--- src/rtl/mux_uart_tx.sv ---
// Memory-mapped UART transmitter: status/data registers, small TX FIFO, 8N1 serializer.
// Latency: write into empty FIFO pops on the next edge; each frame is 10*CLKS_PER_BIT cycles.
// Backpressure: ready=0 when FIFO full; a write while full is dropped and sets sticky overrun.
module mux_uart_tx #(
    parameter logic [15:0] BASE_ADDR    = 16'hF200,
    parameter int          CLKS_PER_BIT = 16,
    parameter int          FIFO_DEPTH   = 4
) (
    input  logic        clock,
    input  logic        reset,
    input  logic [15:0] address,
    input  logic        write_en,
    input  logic [7:0]  data_in,
    output logic [7:0]  data_out,
    output logic        hit,
    output logic        txd,
    output logic        tx_busy
);

    localparam int PW = (FIFO_DEPTH > 1) ? $clog2(FIFO_DEPTH) : 1;
    localparam int CW = PW + 1;
    localparam logic [15:0] DATA_ADDR = BASE_ADDR + 16'd1;
    localparam logic [15:0] BIT_LAST  = 16'(CLKS_PER_BIT - 1);
    localparam logic [CW-1:0] FULL_CNT = CW'(FIFO_DEPTH);

    typedef enum logic [1:0] {S_IDLE, S_START, S_DATA, S_STOP} state_t;

    logic [7:0]    r_mem [FIFO_DEPTH];
    logic [PW-1:0] r_wptr;
    logic [PW-1:0] r_rptr;
    logic [CW-1:0] r_count;
    logic          r_overrun;
    state_t        r_state;
    logic [15:0]   r_baud;
    logic [2:0]    r_bit_idx;
    logic [7:0]    r_shift;
    logic          r_txd;

    logic       w_full;
    logic       w_empty;
    logic       w_bit_end;
    logic       w_pop;
    logic       w_push_req;
    logic       w_push;
    logic       w_clr_ovr;
    logic       w_idle;
    logic [7:0] w_head;

    assign w_full     = (r_count == FULL_CNT);
    assign w_empty    = (r_count == '0);
    assign w_bit_end  = (r_baud == BIT_LAST);
    assign w_head     = r_mem[r_rptr];
    // The FSM only looks at the registered count, so a push is never bypassed to the pop.
    assign w_pop      = !w_empty && ((r_state == S_IDLE) || (r_state == S_STOP && w_bit_end));
    assign w_push_req = write_en && (address == DATA_ADDR);
    // A pop in the same edge frees a slot, so a full FIFO can still accept.
    assign w_push     = w_push_req && (!w_full || w_pop);
    assign w_clr_ovr  = write_en && (address == BASE_ADDR);
    assign w_idle     = w_empty && (r_state == S_IDLE);

    assign hit      = (address == BASE_ADDR) || (address == DATA_ADDR);
    assign data_out = (address == BASE_ADDR) ?
                      {2'b00, r_overrun, 1'b0, w_idle, 1'b0, !w_full, 1'b0} : 8'h00;
    assign txd      = r_txd;
    assign tx_busy  = !w_empty || (r_state != S_IDLE);

    // FIFO storage: data only, validity is tracked by the pointers and count.
    always_ff @(posedge clock) begin
        if (w_push) begin
            r_mem[r_wptr] <= data_in;
        end
    end

    // FIFO pointers, occupancy and the sticky overrun flag.
    always_ff @(posedge clock or posedge reset) begin
        if (reset) begin
            r_wptr    <= '0;
            r_rptr    <= '0;
            r_count   <= '0;
            r_overrun <= 1'b0;
        end else begin
            if (w_push) r_wptr <= r_wptr + 1'b1;
            if (w_pop)  r_rptr <= r_rptr + 1'b1;
            case ({w_push, w_pop})
                2'b10:   r_count <= r_count + 1'b1;
                2'b01:   r_count <= r_count - 1'b1;
                default: r_count <= r_count;
            endcase
            if (w_push_req && !w_push) begin
                r_overrun <= 1'b1;
            end else if (w_clr_ovr) begin
                r_overrun <= 1'b0;
            end
        end
    end

    // Transmit FSM: start bit, 8 data bits LSB first, stop bit; txd is registered.
    always_ff @(posedge clock or posedge reset) begin
        if (reset) begin
            r_state   <= S_IDLE;
            r_baud    <= '0;
            r_bit_idx <= '0;
            r_shift   <= '0;
            r_txd     <= 1'b1;
        end else begin
            case (r_state)
                S_IDLE: begin
                    r_txd <= 1'b1;
                    if (w_pop) begin
                        r_shift   <= w_head;
                        r_baud    <= '0;
                        r_bit_idx <= '0;
                        r_state   <= S_START;
                        r_txd     <= 1'b0;
                    end
                end
                S_START: begin
                    if (w_bit_end) begin
                        r_baud  <= '0;
                        r_state <= S_DATA;
                        r_txd   <= r_shift[0];
                    end else begin
                        r_baud <= r_baud + 16'd1;
                    end
                end
                S_DATA: begin
                    if (w_bit_end) begin
                        r_baud <= '0;
                        if (r_bit_idx == 3'd7) begin
                            r_state <= S_STOP;
                            r_txd   <= 1'b1;
                        end else begin
                            r_bit_idx <= r_bit_idx + 3'd1;
                            r_shift   <= {1'b0, r_shift[7:1]};
                            r_txd     <= r_shift[1];
                        end
                    end else begin
                        r_baud <= r_baud + 16'd1;
                    end
                end
                S_STOP: begin
                    if (w_bit_end) begin
                        r_baud <= '0;
                        if (w_pop) begin
                            r_shift   <= w_head;
                            r_bit_idx <= '0;
                            r_state   <= S_START;
                            r_txd     <= 1'b0;
                        end else begin
                            r_state <= S_IDLE;
                            r_txd   <= 1'b1;
                        end
                    end else begin
                        r_baud <= r_baud + 16'd1;
                    end
                end
                default: begin
                    r_state <= S_IDLE;
                    r_txd   <= 1'b1;
                end
            endcase
        end
    end

endmodule

--- config.mk ---
export PLATFORM = sky130hd
export DESIGN_NAME = mux_uart_tx
export DESIGN_NICKNAME = d
export VERILOG_FILES = /design/src/rtl/mux_uart_tx.sv
export SDC_FILE = /design/constraint.sdc
export NUM_CORES = 1
export LEC_CHECK = 0
export CORE_MARGIN = 4
export CORE_UTILIZATION = 55
export CTS_BUF_LIST = sky130_fd_sc_hd__clkbuf_4 sky130_fd_sc_hd__clkbuf_8
export DETAILED_ROUTE_END_ITERATION = 7
export HOLD_SLACK_MARGIN = 0.02
export PLACE_DENSITY = 0.82
export SETUP_SLACK_MARGIN = 0.4
export SLEW_MARGIN = 20
export SYNTH_ARGS = -nofsm -noshare
export SYNTH_HDL_FRONTEND = slang
export SYNTH_SLANG_ARGS = --single-unit
--- constraint.sdc ---
create_clock -name clock -period 6.65 [get_ports clock]
set_input_delay 0.9975 -clock clock [delete_from_list [all_inputs] [get_ports clock]]
set_output_delay 0.9975 -clock clock [all_outputs]
set_load 0.02 [all_outputs]
=== Yosys cells after proc, flatten, opt, wreduce, memory -nomap -nowiden ===
Memory sizes are Yosys's and may differ from the RTL's.
Index checks and enable logic that the tools add are counted.

* Memories: 1
* Word-level logic and storage cells: 88
* Output and inout bits: 11
* Input port bits: 27
* Register bits after elaboration: 38
* Bits in writable memories: 32

* Multiplexer cells: 32
* Equal/unequal tests: 16
* $add $sub $neg: 6
* Reductions and logical operators: 24

{| class="wikitable"
|+ Memory list
! memory !! depth !! bits a word !! rd ports !! clocked after memory_dff !! write ports !! line !! source
|-
| r_mem || 4 || 8 || 1 || 0 || 1 || 28 || <nowiki>logic [7:0] r_mem [FIFO_DEPTH];</nowiki>
|}

{| class="wikitable"
|+ Operator list
! cell !! number
|-
| $eq 16x16->1 const B || 2
|-
| $mux 16 || 2
|-
| $mux 8 || 4
|-
| $pmux 16 s2 || 1
|-
| $pmux 8 s3 || 1
|-
| $add 16x1->16 const B || 1
|-
| $eq 16x4->1 const B || 1
|-
| $mux 3 || 4
|-
| $ne 2x2->1 const B || 6
|-
| $mux 1 || 10
|-
| $mux 2 || 5
|-
| $pmux 3 s3 || 1
|-
| $pmux 2 s4 || 1
|-
| $logic_and 1x1->1 || 7
|-
| $add 3x1->3 const B || 2
|-
| $eq 2x2->1 const B || 3
|-
| $eq 3x3->1 const B || 2
|-
| $mux 6 || 1
|-
| $pmux 3 s2 || 1
|-
| $reduce_bool 2->1 || 3
|-
| $reduce_and 5->1 || 1
|-
| $add 2x1->2 const B || 2
|-
| $eq 2x1->1 const B || 2
|-
| $logic_or 1x1->1 || 4
|-
| 9 further kinds || 11
|}

=== Logic depth before layout (Yosys ltp) ===
* Depth in word-level cells: 9
* Gate-level depth with buffers: 13
* Depth with buffers taken out: 12

=== Worst setup path after synthesis ===
Ideal clock, no wire load.

* Path type: input -> output
* Start point: input address[5]
* End point: output data_out[1]
* Path slack: 2.501 ns
* Data arrival time: 3.151 ns
* Cell stages on the path: 4
* Buffers on the path: 0
* Data required time: 5.653 ns
* Path through: or4b_2 -> nor4_1 -> nand2_1 -> a21oi_1

* Cells in the longest elaborated chain, start to end: 2

{| class="wikitable"
|+ Ends and longest elaborated chain
! element !! line !! source
|-
| from (decl) || 11 || <nowiki>input logic [15:0] address,</nowiki>
|-
| $eq 16x16->1 || 62 || <nowiki>assign data_out = (address == BASE_ADDR) ?</nowiki>
|-
| $mux 6 || 62 ||
|-
| to (decl) || 14 || <nowiki>output logic [7:0] data_out,</nowiki>
|}

No other way between the ends.

=== Final worst setup path ===
Ends and elaborated chain as after synthesis.

==> results.md <==
- Clk root buf: clkbuf_8
- Wire per inst: approximately 16 um
- Critical path depth in cells: 6
- Hold Buf Count CTS: 0
- Worst slew margin: 41.6%
- Iter 0 DRT Violations: 156
- Critical R2R Launch: r_baud[4]
- # port buffers: 32
- Worst Path Arrival: around 3.6 ns
- Clock-pin slew on the worst setup and hold paths: 0.09 ns
- Worst setup path start: address[5]
- Synth Area in Compound Gates: 12.2%
- Setup violators final: 0
- Synth Warn #: 0
- Max Slew Vio Count: 0
- HPWL Detailed: 4.50 mm
- Final #Nets: roughly 360
- Hold Fails Final Rpt: 0
- Die ar.: 7590 um2
- Worst Clk Skew: 0.00847 ns
- Clk Latency, worst-skew pair: between 0.3 and 0.4 ns
- F_max: 0.219 GHz
- Overall routed net length: 6.55 mm
- Crit path cell chain: clkdlybuf4s50_1 -> or4b_2 -> nor4_1 -> nand2_1 -> a21oi_1 -> clkdlybuf4s50_1
- Post-Synth XOR/XNOR Area: under 10%
- Final cycle utilization of the critical path: 68.8%
- # rows: 28
- Synth Area in Simple Gates: 13.9%
- Setup crit start kind: input pin
- Multiplexer share of the synthesized area: ~6.5%
- Top sig layer: met4
- RR Endpoint: r_count[2]
- Number of setup buffers added after CTS: 0
- Clock Sinks: 70
- Async SR Flop Fraction: 54.3%
- GRT overflow: 0
- Die width: 87.1 um
- Number of synthesized flops with an enable pin: 32
- Synth Register Bits: 70
- H-tree depth: 3
- Largest stage delay on the critical path: 0.67 ns
- Tmin final: 4.57 ns
- Via count: 2391
- WL met2: 3.32 mm
- Flop-to-flop setup slack: about 3.2 ns
- RSZ-0062 raised after global routing: no
- Global-route wire length before repair: between 10 and 15 mm
- Gate Count Post-Synth: approximately 290
- Vias in the first global route: ~2300
- Critical path required time: 5.65 ns
- Status: finished, final reports clean
- Worst-path fanout max: 5
- Final ANT Viol Nets: 0
- Via density: 5.99
- Die height: slightly below 90 um
- Share of cells above drive strength 1: between 10 and 15%
- Hold Path Class: register to register
- FF-to-FF path depth: 9
- N_diodes: 0
- CTS max path bufs: 2
- Cts bufs inserted: 9
- Router iterations before antenna repair: 4
- Combinational family with the most area after synthesis: simple AND/OR/NAND/NOR gates
- CTS tree: done
- # IOs: 38
- Gr usage total: 19.4%
- Seq/Total Area, Yosys: between 50% and 60%
- Crit path max-delay family: simple AND/OR/NAND/NOR gates
- Hold_ws: 0.492 ns
- Final TNS setup: 0 ns
- Area grow syn2layout: 16.3%
- Initial Utilization: 57.5%
- Met1 wire length: 2.81 mm
- Pwr Total: 1430 uW
- Largest net degree at the start of global routing: 39
- Worst-margin pin slew: between 0.8 and 0.9 ns
- Mean area per synthesized cell: 12.1 um2
- Post-synthesis cell type count: 56
- Cell Pwr Density: 356 nW/um2
- Area share of fa/ha/maj cells after synthesis: 4.94%
- Maximum VDD drop: 0.255 mV
- Crit path top cell by count: clkdlybuf4s50_1
- Routability cong.: 0.845
- Critical path type: input pin to primary output
- Core footprint: approximately 6000 um2
- Initial antenna violation count: 0
- Post_cts resized: 0
- CP endpoint: data_out[1]
- Worst Path Buf+Inv: 2
- Cell area after synthesis: 3440 um2
- Main flop type after synthesis: dfrtp_1
- Worst path slowest cell: or4b_2
- Fin util: roughly 67%
- DRC: 0
- P_leak: 0.00153 uW
- Critical Path End Type: primary output
- Max_cap viols: 0
- Metal3 WL: 327 um
kinds of logic after synthesis:
group	after synthesis
simple gates	80
other cells	1
mux	12
flops	70
compound gates	65
fa+ha+maj	13
buf+inv	36
xor+xnor	8
metrics by stage:
stage | cell area [um2] | setup WS [ns] | cells
floorplan | 3460 | 2.50 | 289
global placement | 3810 | 2.16 | 383
detailed placement | 3810 | 2.11 | 383
CTS | 4000 | 2.10 | 399
global route | 4010 | 1.92 | 399
finish | 4010 | 2.08 | 399
per-layer routing:
| metal | track usage [%] | vias to the layer above |
|---|---|---|
| met2 | 31.5 | 57 |
| met1 | 26.4 | 1189 |
| met5 | 0 | - |
| met3 | 3.31 | 11 |
| met4 | 7.11 | 0 |
| li1 | - | 1134 |
flip-flops by register name, indices dropped and copies added (netlist names), 2 cells and up:
signal,count
r_rptr,2
r_state,2
r_wptr,2
r_baud,16
r_bit_idx,3
r_count,3
r_mem,32
r_shift,8
where the power goes:
group	internal [uW]	leakage [uW]	total [uW]	switching, uW
clock network	144	0.0000903	326	182
logic	237	0.000669	504	267
registers	519	0.000769	596	76.5
cell type report:
cell class	instances	area, um2
fillers	446	1980
flip-flops and latches	70	1910
multi-input cells	183	1400
repair buffers	33	328
clock buffers	9	124
well taps	75	93.8
inverters	22	82.6
clock inverters	7	63.8
cells in the mapped netlist (all sizes together), types with 2 or more instances:
| cell | instances | share of area, % |
|---|---|---|
| and3 | 3 | 0.58 |
| nor3 | 4 | 0.91 |
| o221a | 2 | 0.65 |
| and2 | 5 | 1.1 |
| mux4 | 8 | 5.2 |
| clkbuf | 6 | 0.65 |
| buf | 8 | 1.7 |
| xor2 | 5 | 1.3 |
| o22ai | 7 | 1.3 |
| nand2 | 20 | 2.2 |
| a21o | 2 | 0.47 |
| a211oi | 3 | 0.65 |
| or2 | 2 | 0.36 |
| a22o | 2 | 0.51 |
| xnor2 | 3 | 0.76 |
| o31ai | 2 | 0.44 |
| a2bb2oi | 5 | 1.3 |
| nand4 | 9 | 1.6 |
| a31oi | 6 | 1.1 |
| inv | 21 | 2.3 |
| mux2i | 3 | 0.87 |
| ha | 12 | 4.4 |
| nor4 | 5 | 1.3 |
| o21ai | 26 | 3.8 |
| or4b | 2 | 0.58 |
| nand3 | 7 | 1.0 |
| or4 | 8 | 2.1 |
| nor2 | 11 | 1.2 |
| dfrtp | 37 | 27 |
| edfxtp | 32 | 28 |
| a21oi | 4 | 0.58 |
placed cells by master (no fill, tap or decap), types with 4 or more instances in the layout:
cell type	count
a21oi_1	4
a2bb2oi_1	5
a31oi_1	6
and2_2	4
clkbuf_8	9
clkdlybuf4s50_1	32
conb_1	5
dfrtp_1	37
edfxtp_1	32
ha_1	12
inv_1	21
mux4_2	8
nand2_1	20
nand3_1	7
nand4_1	9
nor2_1	11
nor4_1	4
o21ai_0	25
o22ai_1	7
or4_1	4
xor2_1	5
worst min path at each step:
stage	from	to	slack, ns	cells past startpoint
2_1_floorplan	r_baud[15]	r_baud[15]	0.44	1
3_3_place_gp	r_baud[15]	r_baud[15]	0.46	1
3_5_place_dp	r_baud[15]	r_baud[15]	0.46	1
4_1_cts	r_baud[15]	r_baud[15]	0.49	1
5_1_grt	r_overrun	r_overrun	0.52	1
6_report	r_bit_idx[0]	r_bit_idx[0]	0.49	1
(Power assumes the default switching activity.)
